$ cat src/rtl/muldiv_pkg.sv
// Shared encodings, FSM states and operand-signedness helpers for the RV32M
// multiply/divide execution unit.
package muldiv_pkg;

    localparam logic [6:0] OPCODE_OP     = 7'b0110011;
    localparam logic [6:0] FUNCT7_MULDIV = 7'b0000001;

    localparam logic [2:0] F3_MUL    = 3'd0;
    localparam logic [2:0] F3_MULH   = 3'd1;
    localparam logic [2:0] F3_MULHSU = 3'd2;
    localparam logic [2:0] F3_MULHU  = 3'd3;
    localparam logic [2:0] F3_DIV    = 3'd4;
    localparam logic [2:0] F3_DIVU   = 3'd5;
    localparam logic [2:0] F3_REM    = 3'd6;
    localparam logic [2:0] F3_REMU   = 3'd7;

    typedef enum logic [1:0] {
        ST_IDLE = 2'd0,
        ST_BUSY = 2'd1,
        ST_DONE = 2'd2
    } state_e;

    function automatic logic op1_is_signed(input logic [2:0] f3);
        return (f3 == F3_MULH) || (f3 == F3_MULHSU) || (f3 == F3_DIV) || (f3 == F3_REM);
    endfunction

    function automatic logic op2_is_signed(input logic [2:0] f3);
        return (f3 == F3_MULH) || (f3 == F3_DIV) || (f3 == F3_REM);
    endfunction

    // Bit 2 of funct3 separates the divide family from the multiply family.
    function automatic logic is_div_op(input logic [2:0] f3);
        return f3[2];
    endfunction

endpackage

$ cat src/rtl/muldiv_if.sv
// Decode-to-execute bundle for the M-extension unit: operation request in,
// stall and register write-back out.
interface muldiv_if #(
    parameter int XLEN = 32
);
    logic            start_i;
    logic            flush_i;
    logic [2:0]      funct3_i;
    logic [XLEN-1:0] op1_i;
    logic [XLEN-1:0] op2_i;
    logic [4:0]      rd_i;
    logic            busy_o;
    logic            wr_en_o;
    logic [4:0]      wr_addr_o;
    logic [XLEN-1:0] wr_data_o;

    modport master (
        output start_i, flush_i, funct3_i, op1_i, op2_i, rd_i,
        input  busy_o, wr_en_o, wr_addr_o, wr_data_o
    );

    modport slave (
        input  start_i, flush_i, funct3_i, op1_i, op2_i, rd_i,
        output busy_o, wr_en_o, wr_addr_o, wr_data_o
    );
endinterface

$ cat src/rtl/muldiv_iter_div.sv
// Restoring unsigned divider datapath: one quotient bit per step. Operates on
// magnitudes; sign fix-up and sequencing belong to the owning FSM.
module muldiv_iter_div #(
    parameter int XLEN = 32
) (
    input  logic            clk,
    input  logic            rst,
    input  logic            i_load,
    input  logic            i_step,
    input  logic [XLEN-1:0] i_dividend,
    input  logic [XLEN-1:0] i_divisor,
    output logic [XLEN-1:0] o_quot_nxt,
    output logic [XLEN-1:0] o_rem_nxt
);

    logic [XLEN-1:0] r_rem;
    logic [XLEN-1:0] r_quot;
    logic [XLEN-1:0] r_divisor;

    logic [XLEN:0]   w_shift;
    logic [XLEN:0]   w_diff;

    // The dividend shifts out of the quotient register MSB-first while the
    // quotient bits shift in at the bottom.
    assign w_shift = {r_rem, r_quot[XLEN-1]};
    assign w_diff  = w_shift - {1'b0, r_divisor};

    always_comb begin
        // NOTE: every combinational output gets a default first so no path leaves it unassigned (no latch).
        o_rem_nxt  = w_shift[XLEN-1:0];
        o_quot_nxt = {r_quot[XLEN-2:0], 1'b0};
        if (!w_diff[XLEN]) begin
            o_rem_nxt  = w_diff[XLEN-1:0];
            o_quot_nxt = {r_quot[XLEN-2:0], 1'b1};
        end
    end

    always_ff @(posedge clk) begin
        // NOTE: sequential state is updated with non-blocking assignments only.
        if (rst) begin
            r_rem     <= '0;
            r_quot    <= '0;
            r_divisor <= '0;
        end else if (i_load) begin
            r_rem     <= '0;
            r_quot    <= i_dividend;
            r_divisor <= i_divisor;
        end else if (i_step) begin
            r_rem     <= o_rem_nxt;
            r_quot    <= o_quot_nxt;
        end
    end

endmodule

$ cat src/rtl/muldiv_exec.sv
// Iterative RV32M execution unit: shift-add multiply, restoring divide, single
// cycle write-back. Define MULDIV_FAST_MUL_EN for a one-cycle multiplier.
module muldiv_exec
    import muldiv_pkg::*;
#(
    parameter int XLEN  = 32,
    parameter int CNT_W = 6
) (
    input  logic     clk,
    input  logic     rst,
    muldiv_if.slave  bus
);

    state_e            r_state;
    state_e            w_state_nxt;
    logic [CNT_W-1:0]  r_cnt;
    logic [2:0]        r_f3;
    logic [4:0]        r_rd;
    logic              r_neg_q;
    logic              r_neg_r;
    logic [XLEN-1:0]   r_mcand;
    logic [2*XLEN-1:0] r_acc;
    logic [4:0]        r_wr_addr;
    logic [XLEN-1:0]   r_wr_data;

    logic              w_accept;
    logic              w_last;
    logic              w_div_load;
    logic              w_div_step;

    logic              w_op1_signed;
    logic              w_op2_signed;
    logic              w_op1_neg;
    logic              w_op2_neg;
    logic              w_is_div;
    logic              w_div_zero;
    logic              w_div_ovf;
    logic              w_shortcut;
    logic              w_fast_hit;
    logic              w_jump;
    logic [XLEN-1:0]   w_op1_mag;
    logic [XLEN-1:0]   w_op2_mag;
    logic [XLEN-1:0]   w_short_data;
    logic [XLEN-1:0]   w_fast_data;
    logic [XLEN-1:0]   w_accept_data;

    logic [XLEN:0]     w_sum;
    logic [2*XLEN-1:0] w_acc_nxt;
    logic [2*XLEN-1:0] w_prod;
    logic [XLEN-1:0]   w_div_q_nxt;
    logic [XLEN-1:0]   w_div_r_nxt;
    logic [XLEN-1:0]   w_quot_fix;
    logic [XLEN-1:0]   w_rem_fix;
    logic [XLEN-1:0]   w_result;

    // ---------------- accept-time operand conditioning ----------------
    assign w_op1_signed = op1_is_signed(bus.funct3_i);
    assign w_op2_signed = op2_is_signed(bus.funct3_i);
    assign w_op1_neg    = w_op1_signed & bus.op1_i[XLEN-1];
    assign w_op2_neg    = w_op2_signed & bus.op2_i[XLEN-1];
    assign w_op1_mag    = w_op1_neg ? -bus.op1_i : bus.op1_i;
    assign w_op2_mag    = w_op2_neg ? -bus.op2_i : bus.op2_i;
    assign w_is_div     = is_div_op(bus.funct3_i);

    assign w_div_zero   = w_is_div && (bus.op2_i == '0);
    assign w_div_ovf    = w_is_div && w_op2_signed
                       && (bus.op1_i == {1'b1, {(XLEN-1){1'b0}}}) && (&bus.op2_i);
    assign w_shortcut   = w_div_zero | w_div_ovf;

    // funct3[1] distinguishes REM/REMU from DIV/DIVU within the divide family.
    assign w_short_data = w_div_zero ? (bus.funct3_i[1] ? bus.op1_i : '1)
                                     : (bus.funct3_i[1] ? '0 : bus.op1_i);

`ifdef MULDIV_FAST_MUL_EN
    logic [2*XLEN-1:0] w_fast_a;
    logic [2*XLEN-1:0] w_fast_b;
    logic [2*XLEN-1:0] w_fast_prod;

    // Sign-extended operands give the exact product modulo 2^(2*XLEN).
    assign w_fast_a    = {{XLEN{w_op1_neg}}, bus.op1_i};
    assign w_fast_b    = {{XLEN{w_op2_neg}}, bus.op2_i};
    assign w_fast_prod = w_fast_a * w_fast_b;
    assign w_fast_hit  = !w_is_div;
    assign w_fast_data = (bus.funct3_i == F3_MUL) ? w_fast_prod[XLEN-1:0]
                                                  : w_fast_prod[2*XLEN-1:XLEN];
`else
    assign w_fast_hit  = 1'b0;
    assign w_fast_data = '0;
`endif

    assign w_jump        = w_shortcut | w_fast_hit;
    assign w_accept_data = w_shortcut ? w_short_data : w_fast_data;

    // ---------------- FSM ----------------
    always_ff @(posedge clk) begin
        if (rst) begin
            r_state <= ST_IDLE;
        end else begin
            r_state <= w_state_nxt;
        end
    end

    always_comb begin
        w_state_nxt = r_state;
        w_accept    = 1'b0;
        w_last      = 1'b0;
        w_div_load  = 1'b0;
        w_div_step  = 1'b0;
        case (r_state)
            ST_IDLE: begin
                if (bus.start_i) begin
                    w_accept    = 1'b1;
                    w_div_load  = w_is_div;
                    w_state_nxt = w_jump ? ST_DONE : ST_BUSY;
                end
            end
            ST_BUSY: begin
                w_div_step = is_div_op(r_f3);
                if (r_cnt == CNT_W'(XLEN-1)) begin
                    w_last      = 1'b1;
                    w_state_nxt = ST_DONE;
                end
            end
            ST_DONE: w_state_nxt = ST_IDLE;
            default: w_state_nxt = ST_IDLE;
        endcase
        // A flush beats everything, including a same-cycle start.
        if (bus.flush_i) begin
            w_state_nxt = ST_IDLE;
            w_accept    = 1'b0;
            w_last      = 1'b0;
            w_div_load  = 1'b0;
            w_div_step  = 1'b0;
        end
    end

    // ---------------- datapaths ----------------
    muldiv_iter_div #(
        .XLEN (XLEN)
    ) u_div (
        .clk        (clk),
        .rst        (rst),
        .i_load     (w_div_load),
        .i_step     (w_div_step),
        .i_dividend (w_op1_mag),
        .i_divisor  (w_op2_mag),
        .o_quot_nxt (w_div_q_nxt),
        .o_rem_nxt  (w_div_r_nxt)
    );

    // Shift-add: the multiplier sits in the low half and drains out as the
    // partial product shifts in from the top.
    assign w_sum     = {1'b0, r_acc[2*XLEN-1:XLEN]} + (r_acc[0] ? {1'b0, r_mcand} : '0);
    assign w_acc_nxt = {w_sum, r_acc[XLEN-1:1]};

    assign w_prod     = r_neg_q ? -w_acc_nxt : w_acc_nxt;
    assign w_quot_fix = r_neg_q ? -w_div_q_nxt : w_div_q_nxt;
    assign w_rem_fix  = r_neg_r ? -w_div_r_nxt : w_div_r_nxt;

    always_comb begin
        w_result = w_rem_fix;
        case (r_f3)
            F3_MUL:                        w_result = w_prod[XLEN-1:0];
            F3_MULH, F3_MULHSU, F3_MULHU:  w_result = w_prod[2*XLEN-1:XLEN];
            F3_DIV, F3_DIVU:               w_result = w_quot_fix;
            default:                       w_result = w_rem_fix;
        endcase
    end

    always_ff @(posedge clk) begin
        if (rst) begin
            r_cnt     <= '0;
            r_f3      <= '0;
            r_rd      <= '0;
            r_neg_q   <= 1'b0;
            r_neg_r   <= 1'b0;
            r_mcand   <= '0;
            r_acc     <= '0;
            r_wr_addr <= '0;
            r_wr_data <= '0;
        end else if (w_accept) begin
            r_cnt   <= '0;
            r_f3    <= bus.funct3_i;
            r_rd    <= bus.rd_i;
            r_neg_q <= w_op1_neg ^ w_op2_neg;
            r_neg_r <= w_op1_neg;
            r_mcand <= w_op1_mag;
            r_acc   <= {{XLEN{1'b0}}, w_op2_mag};
            if (w_jump) begin
                r_wr_addr <= bus.rd_i;
                r_wr_data <= w_accept_data;
            end
        end else if (r_state == ST_BUSY && !bus.flush_i) begin
            r_cnt <= r_cnt + 1'b1;
            if (!is_div_op(r_f3)) begin
                r_acc <= w_acc_nxt;
            end
            if (w_last) begin
                r_wr_addr <= r_rd;
                r_wr_data <= w_result;
            end
        end
    end

    // ---------------- outputs ----------------
    assign bus.busy_o    = (r_state != ST_IDLE);
    assign bus.wr_en_o   = (r_state == ST_DONE) && (r_rd != 5'd0) && !bus.flush_i;
    assign bus.wr_addr_o = r_wr_addr;
    assign bus.wr_data_o = r_wr_data;

endmodule

$ cat src/flat_wrapper.sv
// flat-port wrapper written by rule: the top's interface ports become plain ports
module muldiv_exec_flat import muldiv_pkg::*;
#(
    parameter int XLEN  = 32,
    parameter int CNT_W = 6
)
  (clk, rst, bus_start_i, bus_flush_i, bus_funct3_i, bus_op1_i, bus_op2_i, bus_rd_i, bus_busy_o, bus_wr_en_o, bus_wr_addr_o, bus_wr_data_o);
  muldiv_if #(.XLEN(XLEN)) bus_i ();
  input  logic clk;
  input  logic rst;
  input wire logic [$bits(bus_i.start_i)-1:0] bus_start_i;
  input wire logic [$bits(bus_i.flush_i)-1:0] bus_flush_i;
  input wire logic [$bits(bus_i.funct3_i)-1:0] bus_funct3_i;
  input wire logic [$bits(bus_i.op1_i)-1:0] bus_op1_i;
  input wire logic [$bits(bus_i.op2_i)-1:0] bus_op2_i;
  input wire logic [$bits(bus_i.rd_i)-1:0] bus_rd_i;
  output wire logic [$bits(bus_i.busy_o)-1:0] bus_busy_o;
  output wire logic [$bits(bus_i.wr_en_o)-1:0] bus_wr_en_o;
  output wire logic [$bits(bus_i.wr_addr_o)-1:0] bus_wr_addr_o;
  output wire logic [$bits(bus_i.wr_data_o)-1:0] bus_wr_data_o;
  assign bus_i.start_i = bus_start_i;
  assign bus_i.flush_i = bus_flush_i;
  assign bus_i.funct3_i = bus_funct3_i;
  assign bus_i.op1_i = bus_op1_i;
  assign bus_i.op2_i = bus_op2_i;
  assign bus_i.rd_i = bus_rd_i;
  assign bus_busy_o = bus_i.busy_o;
  assign bus_wr_en_o = bus_i.wr_en_o;
  assign bus_wr_addr_o = bus_i.wr_addr_o;
  assign bus_wr_data_o = bus_i.wr_data_o;
  muldiv_exec #(.XLEN(XLEN), .CNT_W(CNT_W)) u_core (.clk(clk), .rst(rst), .bus(bus_i));
endmodule
$ cat config.mk
export PLATFORM = sky130hd
export DESIGN_NAME = muldiv_exec_flat
export DESIGN_NICKNAME = d
export VERILOG_FILES = /design/src/rtl/muldiv_pkg.sv /design/src/rtl/muldiv_if.sv /design/src/rtl/muldiv_iter_div.sv /design/src/rtl/muldiv_exec.sv /design/src/flat_wrapper.sv
export SDC_FILE = /design/constraint.sdc
export NUM_CORES = 1
export LEC_CHECK = 0
export CORE_MARGIN = 2
export CORE_UTILIZATION = 35
export DETAILED_ROUTE_END_ITERATION = 8
export GPL_TIMING_DRIVEN = 0
export PLACE_DENSITY_LB_ADDON = 0.15
export SLEW_MARGIN = 30
export SYNTH_ARGS = -nofsm -noshare
export SYNTH_HDL_FRONTEND = slang
export SYNTH_SLANG_ARGS = --single-unit
export TNS_END_PERCENT = 20
$ cat constraint.sdc
create_clock -name clk -period 12.26 [get_ports clk]
set_input_delay 2.452 -clock clk [delete_from_list [all_inputs] [get_ports clk]]
set_output_delay 2.452 -clock clk [all_outputs]
set_load 0.03 [all_outputs]
**After elaboration in Yosys (flattened, before gate mapping)**

Index checks and enable logic that the tools add are counted.

- Flip-flop bits (word level): 247
- Bits of input ports: 76
- Output and inout port bits: 39
- Logic and storage cells: 115

- Add/subtract/negate cells: 8
- Eq/ne operators: 17
- Muxes and demuxes: 40
- Bitwise logic cells: 5
- Reductions and logical operators: 31

Operators with widths:

| kind | number |
|---|---|
| $mux W32 | 18 |
| $neg A32 Y32 | 4 |
| $pmux W32 S3 | 1 |
| $mux W64 | 1 |
| $neg A64 Y64 | 1 |
| $add A32 B32 Y33 | 1 |
| $sub A33 B32 Y33 | 1 |
| $eq A32 B32 Y1 const B | 1 |
| $logic_not A32 Y1 | 1 |
| $reduce_and A32 Y1 | 1 |
| $mux W5 | 4 |
| $eq A3 B3 Y1 const B | 4 |
| $mux W1 | 12 |
| $eq A3 B2 Y1 const B | 3 |
| $reduce_bool A2 Y1 | 4 |
| $reduce_or A2 Y1 | 4 |
| $logic_and A1 B1 Y1 | 7 |
| $add A6 B1 Y6 const B | 1 |
| $eq A3 B1 Y1 const B | 2 |
| $eq A6 B5 Y1 const B | 1 |
| $mux W2 | 3 |
| $ne A2 B2 Y1 const B | 3 |
| $reduce_and A2 Y1 | 3 |
| $logic_or A1 B1 Y1 | 5 |
| other kinds (14) | 15 |

**Logic depth before layout (Yosys ltp)**

Gate-level depths: netlist (run 1).

- Depth after elaboration: 10
- Gate-level depth with buffers: 26
- Gate-level depth less buffers: 23

**Hierarchy**

From an unflattened synthesis (run 1), not the netlist that was laid out.

- Cells, all modules: 2680
- Area, all modules: 19782.7 um2

Modules (own cells, without submodules):

| module | times used | cells an instance | area each (um2) | seq. area each (um2) |
|---|---|---|---|---|
| muldiv_exec | 1 | 1879 | 13306.5 | 3022.9 |
| muldiv_iter_div | 1 | 801 | 6476.2 | 1921.8 |

**Worst setup path before layout (run 1)**

Ideal clock, no wire load.

- Path kind: input-to-output
- Start point: input port bus_flush_i
- End point: output port bus_wr_en_o
- Data arrival time: 3.506 ns
- Data required time: 9.808 ns
- Setup slack: 6.302 ns
- Stages: 1
- Path buffers: 0
- Path through: nor4b_1

- Word-level cells in the longest chain between the ends: 2

RTL lines:

| element | RTL line | RTL |
|---|---|---|
| start, declared | flat_wrapper.sv:12 | `input wire logic [$bits(bus_i.flush_i)-1:0] bus_flush_i;` |
| $logic_not A1 Y1 | muldiv_exec.sv:207 | `assign bus.wr_en_o = (r_state == ST_DONE) && (r_rd != 5'd0) && !bus.flush_i;` |
| $logic_and A1 B1 Y1 | muldiv_exec.sv:207 |  |
| end, declared | flat_wrapper.sv:18 | `output wire logic [$bits(bus_i.wr_en_o)-1:0] bus_wr_en_o;` |

Every way passes these cells.

**Worst setup path in the final report (run 1)**

- Start point: input port bus_op2_i[0]
- End point: register u_core.r_wr_data[12], in the netlist u_core.bus.wr_data_o[12]

- Word-level cells in the longest chain between the ends: 5
- Elaborated cells between the ends (all ways): 10
- Classes of those cells: 1 x eq/ne; 3 x mux; 1 x bitwise; 5 x reduce/logical

RTL lines:

| element | RTL line | RTL |
|---|---|---|
| start, declared | flat_wrapper.sv:15 | `input wire logic [$bits(bus_i.op2_i)-1:0] bus_op2_i;` |
| $logic_not A32 Y1 or $reduce_and A32 Y1 (tied branches) | muldiv_exec.sv:65, muldiv_exec.sv:67 |  |
| $logic_and A1 B1 Y1 (on tied branches) | muldiv_exec.sv:65, muldiv_exec.sv:67 |  |
| $or A1 B1 Y1 or $mux W32 (tied branches) | muldiv_exec.sv:68, muldiv_exec.sv:71 |  |
| $ne A2 B2 Y1 (no line) or $mux W32 (tied branches) | - |  |
| $reduce_and A3 Y1 (no line) or $mux W32 (tied branches) | - |  |
| end signal, assigned | muldiv_exec.sv:191 | `r_wr_data <= w_accept_data;` |
| end signal, assigned | muldiv_exec.sv:200 | `r_wr_data <= w_result;` |
| end, declared | muldiv_exec.sv:24 | `logic [XLEN-1:0] r_wr_data;` |

Several ways; a longest one is shown, not always the timed one. The select of a mux whose other input is x is not followed.
A chain may end at the register's enable or synchronous reset.

==> impl_metrics.env, run 1 <==
export IMPL_numCtsBuffers=30
export IMPL_hp_class="reg -> reg"
export IMPL_cts_tree="built"
export IMPL_p_int_mw=1.65
export IMPL_firstDrtPassIters=8
export IMPL_rows=86
export IMPL_min_period_ns=7.88
export IMPL_synth_enable_flop_cells=0
export IMPL_cp_required_ns=12.77
export IMPL_cts_resized=0
export IMPL_finalNetCount=2944
export IMPL_cts_hold_buf=0
export IMPL_globalRouteOverflowTotal=0
export IMPL_swShare=0.339
export IMPL_avgSynthCellArea_um2=7.38
export IMPL_syn_nets=2798
export IMPL_tns_ns=0
export IMPL_cp_max_fo=10
export IMPL_vias=22100
export IMPL_rsz0062_at_grt="no"
export IMPL_fin_skew_ns=0.0250
export IMPL_slowest_delay_ns=0.76
export IMPL_post_cts_setup_buffers=0
export IMPL_p_sw_mw=0.845
export IMPL_seq_area_frac_synth=0.253
export IMPL_max_freq_ghz=0.127
export IMPL_layout_common_cells="nor2_1, nand2_1, dfxtp_1, a21oi_1, o21ai_0"
export IMPL_p_per_area_nw_per_um2=110
export IMPL_numPortBuffers=113
export IMPL_htree_levels=1
export IMPL_io_pins=115
export IMPL_first_iter_violations=2522
export IMPL_hold_viol=0
export IMPL_endpoint_kind="register"
export IMPL_synthFlopType="dfxtp_1"
export IMPL_worst_slew_pin_slew_ns=1.12
export IMPL_p_leak_nw=8.16
export IMPL_grt_max_degree=16
export IMPL_grt_pass1_vias=20600
export IMPL_irDropWorstVdd_v=0.0000981
export IMPL_syn_inst=2649
export IMPL_pwr_share_comb=0.261
export IMPL_slew_limit_headroom=0.248
export IMPL_regToRegSetupSlack_ns=4.49
export IMPL_clk_latency_ns=0.59
export IMPL_die_x_um=240
export IMPL_start_kind="primary input"
export IMPL_avgRoutedWirePerCell_um=26.8
export IMPL_worst_setup_path_type="in -> reg"
export IMPL_slowest_stage="nor3_2"
export IMPL_globalplace_congestion=1.08
export IMPL_drv_cap=0
export IMPL_die_h_um=240
export IMPL_pwr_share_seq=0.344
export IMPL_final_max_slew_viol_count=0
export IMPL_grtUsageTotal=0.325
export IMPL_root_buffer="clkbuf_16"
export IMPL_worstReg2RegStart="u_core.u_div.r_quot[31]$_SDFFE_PP0P_"
export IMPL_postRouteAntennaNets=0
export IMPL_remaining_drc_errors=0
export IMPL_antenna_found_initial=0
export IMPL_ys_async_sr_fraction=0
export IMPL_power_share_clock=0.395
export IMPL_vias_per_cell=6.20
export IMPL_synth_area_um2=19600
export IMPL_fillers=5822
export IMPL_post_dp_hpwl_um=78000
export IMPL_clock_path_buffers=3
export IMPL_fin_crit_sh=0.643
export IMPL_wl_um=95700
export IMPL_ys_warn_count=0
export IMPL_crit_arrival_ns=8.39
export IMPL_clkTransAtPathRegs_ns=0.06
export IMPL_grt_pass1_wl_um=139000
export IMPL_drive_gt1_frac=0.0408
export IMPL_cts_sinks=247
export IMPL_critPathLaunch="bus_op2_i[0]"
export IMPL_rr_endpoint="u_core.bus.wr_data_o[28]$_SDFFE_PP0P_"
export IMPL_die_area_um2=57800
export IMPL_r2r_cells=26
export IMPL_outcome="completed"
export IMPL_endpoint="u_core.bus.wr_data_o[12]$_SDFFE_PP0P_"
export IMPL_crit_path_cell_trace="clkdlybuf4s50_1 > inv_1 > ha_1 > or3b_2 > or3_1 > nand4b_1 > nor3_2 > o21ai_1 > nand2_1 > clkbuf_1 > buf_1 > o2111ai_1 > a21oi_1"
export IMPL_synth_seq_cells=247
export IMPL_synth_cell_types=86
export IMPL_initial_utilization=0.354
export IMPL_diodes=0
export IMPL_fin_util=0.412
export IMPL_finalSetupViolCount=0
export IMPL_layout_commonest_cell="nor2_1"
export IMPL_areaGrowthSynthToFinish_pct=16.3
export IMPL_core_um2=55200
[metal layers]
layer	up-vias	global-route usage	routed length, µm
li1	10000	-	-
met1	10800	0.448	41800
met2	1124	0.511	41800
met3	178	0.0414	8010
met4	0	0.129	4090
met5	-	0	0
[Yosys cell counts, types with 25 or more instances]
cell type | number | share of area
a211oi_1 | 88 | 0.034
a21o_1 | 25 | 0.0096
a21oi_1 | 190 | 0.049
a221oi_1 | 60 | 0.027
a31oi_1 | 25 | 0.0080
and2_1 | 63 | 0.020
clkbuf_1 | 149 | 0.029
dfxtp_1 | 247 | 0.25
ha_1 | 71 | 0.045
inv_1 | 67 | 0.013
mux2i_1 | 40 | 0.020
nand2_1 | 271 | 0.052
nand3_1 | 34 | 0.0087
nand4_1 | 43 | 0.014
nor2_1 | 333 | 0.064
nor3_1 | 65 | 0.017
o21ai_0 | 156 | 0.040
o31ai_1 | 52 | 0.020
or3_1 | 34 | 0.011
xnor2_1 | 113 | 0.051
xor2_1 | 91 | 0.041
[registers in the layout, indices dropped and copies added, names as in the netlist]
signal	cells
u_core.r_state	2
u_core.u_div.r_quot	32
u_core.r_mcand	32
u_core.u_div.r_divisor	32
u_core.r_cnt	6
u_core.u_div.r_rem	32
u_core.r_neg_r	1
u_core.r_neg_q	1
u_core.bus.wr_addr_o	5
u_core.r_rd	5
u_core.bus.wr_data_o	32
u_core.r_f3	3
u_core.r_acc	64
[power by group through the flow]
stage | Sequential [mW] | Combinational [mW] | Clock, mW
6_report | 0.857 | 0.652 | 0.984
5_1_grt | 0.859 | 0.687 | 1.03
4_1_cts | 0.855 | 0.629 | 0.992
3_5_place_dp | 0.873 | 0.626 | 0
3_3_place_gp | 0.872 | 0.622 | 0
2_1_floorplan | 0.861 | 0.391 | 0
[cells by family (layout without fill, tap and decap cells)]
| logic type | Yosys count | count (layout) | synth area share |
|---|---|---|---|
| buf+inv | 248 | 416 | 0.0495 |
| xor+xnor | 204 | 204 | 0.0914 |
| mux | 51 | 51 | 0.0268 |
| compound gates | 806 | 806 | 0.278 |
| fa+ha+maj | 92 | 92 | 0.0572 |
| simple gates | 1001 | 1001 | 0.245 |
| flops | 247 | 247 | 0.253 |
[worst max-delay path: cells and delay by family]
kind	cells	cell delay, ns
fa+ha+maj	1	0.19
buf+inv	4	2.00
simple gates	5	2.37
compound gates	3	1.33
[how the worst min path moves through the flow]
stage	start	end	slack [ns]	depth (start not counted)
2_1_floorplan	u_core.r_mcand[0]$_SDFFE_PP0P_	u_core.r_mcand[0]$_SDFFE_PP0P_	0.42	2
3_3_place_gp	u_core.r_mcand[28]$_SDFFE_PP0P_	u_core.r_mcand[28]$_SDFFE_PP0P_	0.43	2
3_5_place_dp	u_core.r_mcand[29]$_SDFFE_PP0P_	u_core.r_mcand[29]$_SDFFE_PP0P_	0.44	2
4_1_cts	u_core.r_mcand[29]$_SDFFE_PP0P_	u_core.r_mcand[29]$_SDFFE_PP0P_	0.46	2
5_1_grt	u_core.r_mcand[9]$_SDFFE_PP0P_	u_core.r_mcand[9]$_SDFFE_PP0P_	0.47	2
6_report	u_core.r_mcand[9]$_SDFFE_PP0P_	u_core.r_mcand[9]$_SDFFE_PP0P_	0.45	2
[per-stage QoR]
step	std cells	setup slack, ns	power (mW)	hold WS, ns	area (µm²)
global placement	3510	3.58	1.49	0.428	21600
finish	3565	4.38	2.49	0.452	22700
floorplan	2649	6.30	1.25	0.417	19600
CTS	3565	4.63	2.48	0.456	22700
global route	3565	4.08	2.57	0.473	22700
detailed placement	3511	4.06	1.50	0.442	21600
[area by class of cell]
class,count,area (µm²),share of cell area
multi-input combinational,2154,13700,0.601
sequential,247,4940,0.218
clock buffer,40,848,0.0373
clock inverter,14,236,0.0104
tap,748,936,0.0412
inverter,69,259,0.0114
buffer,179,711,0.0313
timing repair buffer,114,1140,0.0501
Power figures use the tool's default switching activity.
==> run 2, diff against run 1 <==
- clock period: 12.26 -> 7.7 ns (I/O delays scaled with it)
==> impl_metrics.env, run 2 (same netlist as run 1, synthesis figures left out) <==
export IMPL_outcome="completed"
export IMPL_root_buffer="clkbuf_16"
export IMPL_first_iter_violations=2389
export IMPL_stdcell_count=3564
export IMPL_htree_levels=1
export IMPL_irDropWorstVdd_v=0.000156
export IMPL_firstDrtPassIters=6
export IMPL_wl_um=95600
export IMPL_post_dp_hpwl_um=78000
export IMPL_post_cts_setup_buffers=0
export IMPL_critPathBufInv=6
export IMPL_whs_ns=0.451
export IMPL_antenna_found_initial=0
export IMPL_cts_tree="built"
export IMPL_dp_cells=3511
export IMPL_crit_arrival_ns=7.80
export IMPL_crit_family="compound AO/OA/AOI/OAI gates"
export IMPL_globalplace_congestion=1.08
export IMPL_max_freq_ghz=0.137
export IMPL_hold_viol=0
export IMPL_crit_path_cell_trace="inv_1 > ha_1 > inv_1 > fa_1 > a211o_1 > a21oi_1 > a211o_1 > a2111oi_2 > nor3_2 > buf_4 > nor2_1 > buf_4 > buf_2 > buf_2 > mux2i_1 > ha_1 > nand2_1 > nor4b_1 > or4b_2 > o311a_1 > xor2_1 > nor2_1 > o221ai_1 > a21oi_1"
export IMPL_rows=86
export IMPL_diodes=0
export IMPL_worst_setup_path_type="reg -> reg"
export IMPL_globalRouteOverflowTotal=0
export IMPL_grt_busiest_layer="met2"
export IMPL_slowest_stage="or4b_2"
export IMPL_die_x_um=240
export IMPL_cp_required_ns=8.22
export IMPL_final_max_slew_viol_count=0
export IMPL_numPortBuffers=113
export IMPL_cts_sinks=247
export IMPL_grt_pass1_wl_um=139000
export IMPL_drv_cap=0
export IMPL_min_period_ns=7.28
export IMPL_initial_utilization=0.354
export IMPL_fin_skew_ns=0.0259
export IMPL_largest_reg_flops=64
export IMPL_die_h_um=240
export IMPL_finalSetupViolCount=0
export IMPL_p_total_mw=3.97
export IMPL_clkTransAtPathRegs_ns=0.06
export IMPL_die_area_um2=57800
export IMPL_finalNetCount=2943
export IMPL_vias=22100
export IMPL_layout_setup_ws_ns=0.417
export IMPL_slew_limit_headroom=0.250
export IMPL_grtUsageMet3=0.0414
export IMPL_grt_pass1_vias=20600
export IMPL_tns_ns=0
export IMPL_cp_max_fo=10
export IMPL_core_um2=55200
export IMPL_p_leak_nw=8.16
export IMPL_grtUsageTotal=0.325
export IMPL_slowest_delay_ns=0.63
export IMPL_grt_max_degree=16
export IMPL_use_met2=0.511
export IMPL_final_area_um2=22700
export IMPL_fin_util=0.412
export IMPL_avgRoutedWirePerCell_um=26.8
export IMPL_postRouteAntennaNets=0
export IMPL_start_kind="register"
export IMPL_clk_latency_ns=0.59
export IMPL_numCtsBuffers=30
export IMPL_p_per_area_nw_per_um2=175
export IMPL_clock_path_buffers=3
export IMPL_worst_slew_pin_slew_ns=1.12
export IMPL_endpoint_kind="register"
export IMPL_layout_common_cells="nor2_1, nand2_1, dfxtp_1, a21oi_1, o21ai_0"
export IMPL_remaining_drc_errors=0
export IMPL_drive_gt1_frac=0.0412
export IMPL_areaGrowthSynthToFinish_pct=16.3
export IMPL_regMostFlops="u_core.r_acc"
export IMPL_fin_crit_sh=0.946
export IMPL_preCtsSetupSlack_ns=0.101
export IMPL_use_met1=0.448
export IMPL_hp_class="reg -> reg"
export IMPL_io_pins=115
export IMPL_dpl_cell_area_um2=21600
export IMPL_vias_per_cell=6.20
export IMPL_layout_commonest_cell="nor2_1"
export IMPL_rsz0062_at_grt="no"
[run 2: cell types whose count changed in the layout (fill, tap and decap cells not counted), sizes merged]
cell,change
buf,-1
[run 2: per-layer routing]
metal / vias to the layer above / wire length [µm]
li1: 10000 / -
met1: 10800 / 42500
met2: 1112 / 41600
met3: 178 / 7360
met4: 0 / 4220
met5: - / 0
[run 2: report_power, final]
part	switching (mW)	internal, mW
Clock	0.597	0.969
Combinational	0.702	0.337
Sequential	0.0460	1.32
Total	1.34	2.62
[run 2: final cells by class]
class,count,area (µm²)
Buffer,178,707
Clock buffer,40,848
Clock inverter,14,236
Fill cell,5821,32500
Inverter,69,259
Multi-Input combinational cell,2154,13700
Sequential cell,247,4940
Tap cell,748,936
Timing Repair Buffer,114,1140
[run 2: what timing repair did]
item                                    in CTS  in global routing
hold endpoints to repair                     0                  0
gates resized for setup                      0                  1
endpoints found under the setup margin       0                  4
hold buffers                                 0                  0
[run 2: path summary, 6_finish.rpt]
path / endpoint / cells after the start / start / slack, ns
setup / recovery: u_core.bus.wr_data_o[10]$_SDFFE_PP0P_ / 24 / u_core.u_div.r_quot[31]$_SDFFE_PP0P_ / 0.42
hold / removal: u_core.r_mcand[9]$_SDFFE_PP0P_ / 2 / u_core.r_mcand[9]$_SDFFE_PP0P_ / 0.45
setup reg to reg: u_core.bus.wr_data_o[10]$_SDFFE_PP0P_ / 24 / u_core.u_div.r_quot[31]$_SDFFE_PP0P_ / 0.42
hold reg to reg: u_core.r_mcand[9]$_SDFFE_PP0P_ / 2 / u_core.r_mcand[9]$_SDFFE_PP0P_ / 0.45
[run 2: worst min-delay path: cells and delay by family, from the launching register on]
kind | cells | cell delay (ns)
AND/OR/NAND/NOR | 1 | 0.04
flip-flops | 1 | 0.32
AO/OA/AOI/OAI | 1 | 0.05
